### src/rtl/shift_pkg.sv
// Purpose : shared types for the shift engine: operation codes, FSM states and
//           a helper that classifies the stepping operations.
// Contents: shift_mode_t (3-bit opcode), state_t (IDLE/SHIFT/DONE), is_shift().
package shift_pkg;

   typedef enum logic [2:0] {
      LOAD = 3'd0,
      SHL  = 3'd1,
      SHR  = 3'd2,
      ROL  = 3'd3,
      ROR  = 3'd4,
      ASR  = 3'd5,
      CLR  = 3'd6,
      NOP  = 3'd7
   } shift_mode_t;

   typedef enum logic [1:0] {
      IDLE  = 2'd0,
      SHIFT = 2'd1,
      DONE  = 2'd2
   } state_t;

   // True for opcodes that run through the SHIFT state one bit per cycle.
   function automatic logic is_shift(shift_mode_t m);
      return (m == SHL) || (m == SHR) || (m == ROL) || (m == ROR) || (m == ASR);
   endfunction

endpackage

### src/rtl/shift_engine_if.sv
// Purpose : request/result bundle between a requester and shift_engine.
// Signals : start/mode/amount/sin/load_data (requester -> engine),
//           out/cout/busy/done (engine -> requester).
// Modports: master = requester side, slave = engine side.
interface shift_engine_if
   import shift_pkg::*;
#(
   parameter int unsigned WIDTH = 8
) ();

   localparam int unsigned CNT_W = $clog2(WIDTH + 1);

   logic              start;
   shift_mode_t       mode;
   logic [CNT_W-1:0]  amount;
   logic              sin;
   logic [WIDTH-1:0]  load_data;
   logic [WIDTH-1:0]  out;
   logic              cout;
   logic              busy;
   logic              done;

   modport master (
      output start, mode, amount, sin, load_data,
      input  out, cout, busy, done
   );

   modport slave (
      input  start, mode, amount, sin, load_data,
      output out, cout, busy, done
   );

endinterface

### src/rtl/shift_engine_step.sv
// Purpose : single-step shift/rotate datapath, purely combinational.
// Ports   : i_mode  - latched opcode
//           i_out   - current data register
//           i_sin   - serial fill bit for SHL/SHR
//           o_next_out_c / o_next_cout_c - data and carry after one step
module shift_step
   import shift_pkg::*;
#(
   parameter int unsigned WIDTH = 8
) (
   input  shift_mode_t      i_mode,
   input  logic [WIDTH-1:0] i_out,
   input  logic             i_sin,
   output logic [WIDTH-1:0] o_next_out_c,
   output logic             o_next_cout_c
);

   // Non-stepping opcodes never reach this path; they fall through as a hold.
   always_comb begin
      o_next_out_c  = i_out;
      o_next_cout_c = 1'b0;
      case (i_mode)
         SHL: begin
            o_next_out_c  = {i_out[WIDTH-2:0], i_sin};
            o_next_cout_c = i_out[WIDTH-1];
         end
         SHR: begin
            o_next_out_c  = {i_sin, i_out[WIDTH-1:1]};
            o_next_cout_c = i_out[0];
         end
         ROL: begin
            o_next_out_c  = {i_out[WIDTH-2:0], i_out[WIDTH-1]};
            o_next_cout_c = i_out[WIDTH-1];
         end
         ROR: begin
            o_next_out_c  = {i_out[0], i_out[WIDTH-1:1]};
            o_next_cout_c = i_out[0];
         end
         ASR: begin
            o_next_out_c  = {i_out[WIDTH-1], i_out[WIDTH-1:1]};
            o_next_cout_c = i_out[0];
         end
         default: begin
         end
      endcase
   end

endmodule

### src/rtl/shift_engine.sv
// Purpose : multi-cycle shift/rotate engine. One operation per start accepted
//           in IDLE; shifting opcodes take one cycle per bit, then a one-cycle
//           DONE state pulses done.
// Ports   : clk  - clock, rising edge
//           rstn - asynchronous active-low reset
//           bus  - shift_engine_if.slave (request in, registered results out)
module shift_engine
   import shift_pkg::*;
#(
   parameter int unsigned WIDTH = 8
) (
   input  logic           clk,
   input  logic           rstn,
   shift_engine_if.slave  bus
);

   localparam int unsigned CNT_W = $clog2(WIDTH + 1);

   state_t            r_state;
   shift_mode_t       r_mode;
   logic [CNT_W-1:0]  r_count;
   logic [WIDTH-1:0]  r_out;
   logic              r_cout;
   logic              r_busy;
   logic              r_done;

   logic [WIDTH-1:0]  w_next_out;
   logic              w_next_cout;
   logic [CNT_W-1:0]  w_count_init;

   // Requests longer than the register are clamped silently.
   assign w_count_init = (bus.amount > CNT_W'(WIDTH)) ? CNT_W'(WIDTH) : bus.amount;

   shift_step #(.WIDTH(WIDTH)) u_step (
      .i_mode        (r_mode),
      .i_out         (r_out),
      .i_sin         (bus.sin),
      .o_next_out_c  (w_next_out),
      .o_next_cout_c (w_next_cout)
   );

   // Control FSM and data register; busy/done are registered alongside state.
   always_ff @(posedge clk or negedge rstn) begin
      if (!rstn) begin
         r_state <= IDLE;
         r_mode  <= NOP;
         r_count <= '0;
         r_out   <= '0;
         r_cout  <= 1'b0;
         r_busy  <= 1'b0;
         r_done  <= 1'b0;
      end else begin
         case (r_state)
            IDLE: begin
               r_done <= 1'b0;
               if (bus.start) begin
                  r_mode <= bus.mode;
                  r_busy <= 1'b1;
                  if (is_shift(bus.mode) && (bus.amount != '0)) begin
                     r_count <= w_count_init;
                     r_state <= SHIFT;
                  end else begin
                     r_state <= DONE;
                     r_done  <= 1'b1;
                     if (bus.mode == LOAD) begin
                        r_out <= bus.load_data;
                     end else if (bus.mode == CLR) begin
                        r_out  <= '0;
                        r_cout <= 1'b0;
                     end
                  end
               end
            end
            SHIFT: begin
               r_out   <= w_next_out;
               r_cout  <= w_next_cout;
               r_count <= r_count - CNT_W'(1);
               // Final step and the move to DONE share one edge.
               if (r_count == CNT_W'(1)) begin
                  r_state <= DONE;
                  r_done  <= 1'b1;
               end
            end
            DONE: begin
               r_state <= IDLE;
               r_busy  <= 1'b0;
               r_done  <= 1'b0;
            end
            default: begin
               r_state <= IDLE;
               r_busy  <= 1'b0;
               r_done  <= 1'b0;
            end
         endcase
      end
   end

   assign bus.out  = r_out;
   assign bus.cout = r_cout;
   assign bus.busy = r_busy;
   assign bus.done = r_done;

endmodule

### src/flat_wrapper.sv
// flat-port wrapper written by rule: the top's interface ports become plain ports
module shift_engine_flat import shift_pkg::*;
#(
   parameter int unsigned WIDTH = 8
)
  (clk, rstn, bus_start, bus_mode, bus_amount, bus_sin, bus_load_data, bus_out, bus_cout, bus_busy, bus_done);
  shift_engine_if #(.WIDTH(WIDTH)) bus_i ();
  input  logic clk;
  input  logic rstn;
  input wire logic [$bits(bus_i.start)-1:0] bus_start;
  input wire logic [$bits(bus_i.mode)-1:0] bus_mode;
  input wire logic [$bits(bus_i.amount)-1:0] bus_amount;
  input wire logic [$bits(bus_i.sin)-1:0] bus_sin;
  input wire logic [$bits(bus_i.load_data)-1:0] bus_load_data;
  output wire logic [$bits(bus_i.out)-1:0] bus_out;
  output wire logic [$bits(bus_i.cout)-1:0] bus_cout;
  output wire logic [$bits(bus_i.busy)-1:0] bus_busy;
  output wire logic [$bits(bus_i.done)-1:0] bus_done;
  assign bus_i.start = bus_start;
  assign bus_i.mode = bus_mode;
  assign bus_i.amount = bus_amount;
  assign bus_i.sin = bus_sin;
  assign bus_i.load_data = bus_load_data;
  assign bus_out = bus_i.out;
  assign bus_cout = bus_i.cout;
  assign bus_busy = bus_i.busy;
  assign bus_done = bus_i.done;
  shift_engine #(.WIDTH(WIDTH)) u_core (.clk(clk), .rstn(rstn), .bus(bus_i));
endmodule
### config.mk
export PLATFORM = sky130hd
export DESIGN_NAME = shift_engine_flat
export DESIGN_NICKNAME = d
export VERILOG_FILES = /design/src/rtl/shift_pkg.sv /design/src/rtl/shift_engine_if.sv /design/src/rtl/shift_engine_step.sv /design/src/rtl/shift_engine.sv /design/src/flat_wrapper.sv
export SDC_FILE = /design/constraint.sdc
export NUM_CORES = 1
export LEC_CHECK = 0
export BUFFER_PORTS_ARGS = -buffer_cell sky130_fd_sc_hd__buf_2
export CORE_ASPECT_RATIO = 1.25
export CORE_MARGIN = 2
export CORE_UTILIZATION = 52
export DETAILED_ROUTE_END_ITERATION = 10
export GPL_TIMING_DRIVEN = 0
export PLACE_DENSITY = 0.78
export SLEW_MARGIN = 0
export SYNTH_ARGS = -nofsm -noshare
export SYNTH_HDL_FRONTEND = slang
export SYNTH_SLANG_ARGS = --single-unit
### constraint.sdc
create_clock -name clk -period 2.25 [get_ports clk]
set_input_delay 0.225 -clock clk [delete_from_list [all_inputs] [get_ports clk]]
set_output_delay 0.225 -clock clk [all_outputs]
set_load 0.02 [all_outputs]
==> impl_results.md <==
- Peak per-stage delay on the critical path: 610 ps
- Number of rows created at floorplan: 19
- # H-tree levels: 1
- Slowest stage cell, crit path: dfstp_2
- Number of setup buffers added after CTS: 0
- Fin. max-slew vios: 0
- Flop and latch count out of synthesis: 20
- Total power divided by cell area: 1420 nW/um2
- DP HPWL: ~2.1 mm
- IR Drop Worst-Case VDD: ~0.00087 V
- Commonest non-fill, non-tap cell in the layout: buf_2
- Final non-filler cell total: 183
- Yosys warning total: 0
- Placement Setup Slack: roughly 150 ps
- First drt pass iteration count: 5
- Final Hold Viols: 0
- Pin count of the biggest net entering global routing: 21
- Antenna cells: 0
- Initial standard-cell utilization of the core: a little under three fifths
- Synth cell types: 39
- Wire length per cell: 15.5 um
- Post-Place Cells: 178
- Max_cap viols: 0
- Syn Inst Count: about 120
- Area leader, netlist: dfrtp_1
- Port Buffer Count: 29
- Startpoint of the most critical setup path: u_core.r_mode[1]$_DFFE_PN1P_
- Wire length of the first global-routing pass: about 4.7 mm
- Quantity of gates resized following cts: 0
- Top library cells by usage in the layout, fill and taps aside: 32 x buf_2, 17 x dfrtp_1, 8 x nand2_1
- Share of Yosys cell area claimed by the top area cell type: roughly a third
- Top-level port count: 30
- Final setup viols: 0
- CP max FO: 8
- Post-Synthesis Net Count: 140
- Total routing usage reported by global routing: between 20% and 30%
- DRC violations left: 0
- Main flop type after synthesis: dfrtp_1
- Unrepaired setup endpoints after global routing: false
- Kind of start point of the critical path: flop
- Fin util: ~66%
- Fraction of final layout cells sized beyond drive strength 1: between 30% and 40%
- Number of global-route vias before repair: roughly 1100
- Setup clock skew after layout: between 5 and 6 ps
- Combined area of all synthesized cells: between 1000 and 1500 um2
- Net count reported at finish: between 150 and 200
- Result of the run: completed
- Die ar.: between 2000 and 3000 um2
- Most common cell on crit path: inv_1
- Clock period minus final worst setup slack: between 2000 and 2500 ps
- Dominant delay contributor by cell family on the critical path: flip-flops
- Height of the die: a little under 60 um
- CP Buf/Inv Count: 2
- Sequential area share after synthesis: 40.9%
- Startpoint of the most critical register-to-register path: u_core.r_mode[1]$_DFFE_PN1P_
- Die outline width: 47.6 um
- Clock buffer depth: 2
- Setup CP Type: reg -> reg
- Post-route worst hold slack: roughly 160 ps
- FILL cells: ~210
- Number of synthesized flops with an enable pin: 0
- Area overhead of the layout relative to synthesis: 20.0%
- Routability congestion estimate from global placement: 0.787
- CTS Hold Bufs: 1
- Via-to-Cell Ratio: just under 6
- Tightest Hold Check Type: in -> reg
- Post-DRT Antenna Nets: 0
- Normalized max-slew margin: 64.3%
- Clock-pin slew reported for the worst setup and hold paths after clock tree synthesis: roughly 110 ps
- Critical path capture point type: flop
- Total Wirelength: about 2.8 mm
- Avg Synthesized Cell Area: 10.5 um2
- Skew-Pair Late Insertion Delay: ~310 ps
- Setup_tns: 0 ps
- Clock buffer count from CTS: 3
- Clock tree root buffer cell: clkbuf_4
- Via count: 1078
- Synth async-reset ratio: 100%
- Worst Tran Pin Value: 536 ps
- Clock Sinks: 20
- Synth top area cells: dfrtp_1 34%, dfstp_2 6.4%, mux2_2 6.4%
- Grt total ovfl: 0
- Initial DRC Count: 19
- Core area: approximately 2200 um2
- Min-delay src: bus_mode[1]
- Cell breakdown of the critical path: inv_1 > ha_1 > inv_1 > a21oi_1 > a221o_1 > mux2_2
- TritonCTS clock tree: yes
- Leakage Power: 0.712 nW
- Achievable Freq: around 0.47 GHz
- Required time of the critical path: ~2500 ps
- Setup ws final: 121 ps
- Ratio of final minimum period to clock period: 94.6%
- Data arrival time at the worst-slack endpoint: approximately 2300 ps
- Antenna violations before repair: 0
## path summary, 6_finish.rpt
kind	endpoint	slack, ps	depth (start not counted)
min in group asynchronous	u_core.bus.out[2]$_DFFE_PN0P_	380	2
worst max-delay path	u_core.bus.out[4]$_DFFE_PN0P_	120	6
worst min register to register	u_core.r_count[1]$_DFFE_PN0P_	540	1
worst min-delay path	u_core.r_mode[1]$_DFFE_PN1P_	160	3
worst max register to register	u_core.bus.out[4]$_DFFE_PN0P_	120	6
max in group asynchronous	u_core.r_mode[1]$_DFFE_PN1P_	1520	2
## kinds of logic after synthesis
kind of cell / count (synthesis) / synth area share (%)
and+or+nand+nor: 38 / 19.4
AOI/OAI and AO/OA: 33 / 21.2
DFF: 20 / 40.9
muxes: 12 / 10.8
buffers and inverters: 10 / 3.35
adders and majority gates: 3 / 3.04
xor gates and xnor gates: 2 / 1.42
## final cells by class
class                   instances  area (um2)  share of cell area (%)
flip-flops and latches         20         504                    34.1
inverters                       6        22.5                    1.52
clock buffers                   3        22.5                    1.52
well taps                      31        38.8                    2.62
clock inverters                 1        30.0                    2.03
plain buffers                   4        18.8                    1.27
repair buffers                 30         155                    10.5
multi-input cells              88         688                    46.5
## state kept, by name (all words and copies together) (netlist names)
name,count
u_core.bus.busy,1
u_core.bus.cout,1
u_core.bus.done,1
u_core.bus.out,8
u_core.r_count,4
u_core.r_mode,3
u_core.r_state,2
## metrics by stage
stage,cell area (um2),total power (W)
2_1_floorplan,1230,0.00150
3_3_place_gp,1420,0.00176
3_5_place_dp,1420,0.00180
4_1_cts,1480,0.00212
5_1_grt,1480,0.00226
6_report,1480,0.00211
## where the power goes
group | internal (W) | leakage (nW) | total, W | switching (W)
clock network | 0.000180 | 0.0279 | 0.000299 | 0.000119
logic | 0.000468 | 0.432 | 0.00111 | 0.000644
registers | 0.000538 | 0.252 | 0.000697 | 0.000159
total | 0.00119 | 0.712 | 0.00211 | 0.000922
## tightest hold or removal path: cells and delay by family
family	cells	cell delay (ps)
AO/OA/AOI/OAI	1	50
AND/OR/NAND/NOR	1	60
buffers and inverters	1	140
## cell usage after synthesis (2+ instances only)
master    number
dfrtp_1       17
nand2_1        8
a221o_1        7
mux2_2         7
a21oi_1        6
and3_1         6
inv_1          6
nand3b_1       6
o21ai_0        6
nand2b_1       4
o21ai_1        4
buf_2          3
dfstp_2        3
ha_1           3
mux2_1         3
nor2b_1        3
mux2i_1        2
nor2_1         2
nor3b_1        2
## routing by layer
metal	track usage (%)	vias to the layer above	share of wire (%)
li1	-	512	-
met1	26.6	528	43
met2	41.7	33	51
met3	2.15	5	4.6
met4	8.11	0	1.6
met5	0	-	0
Power figures use the tool's default switching activity.
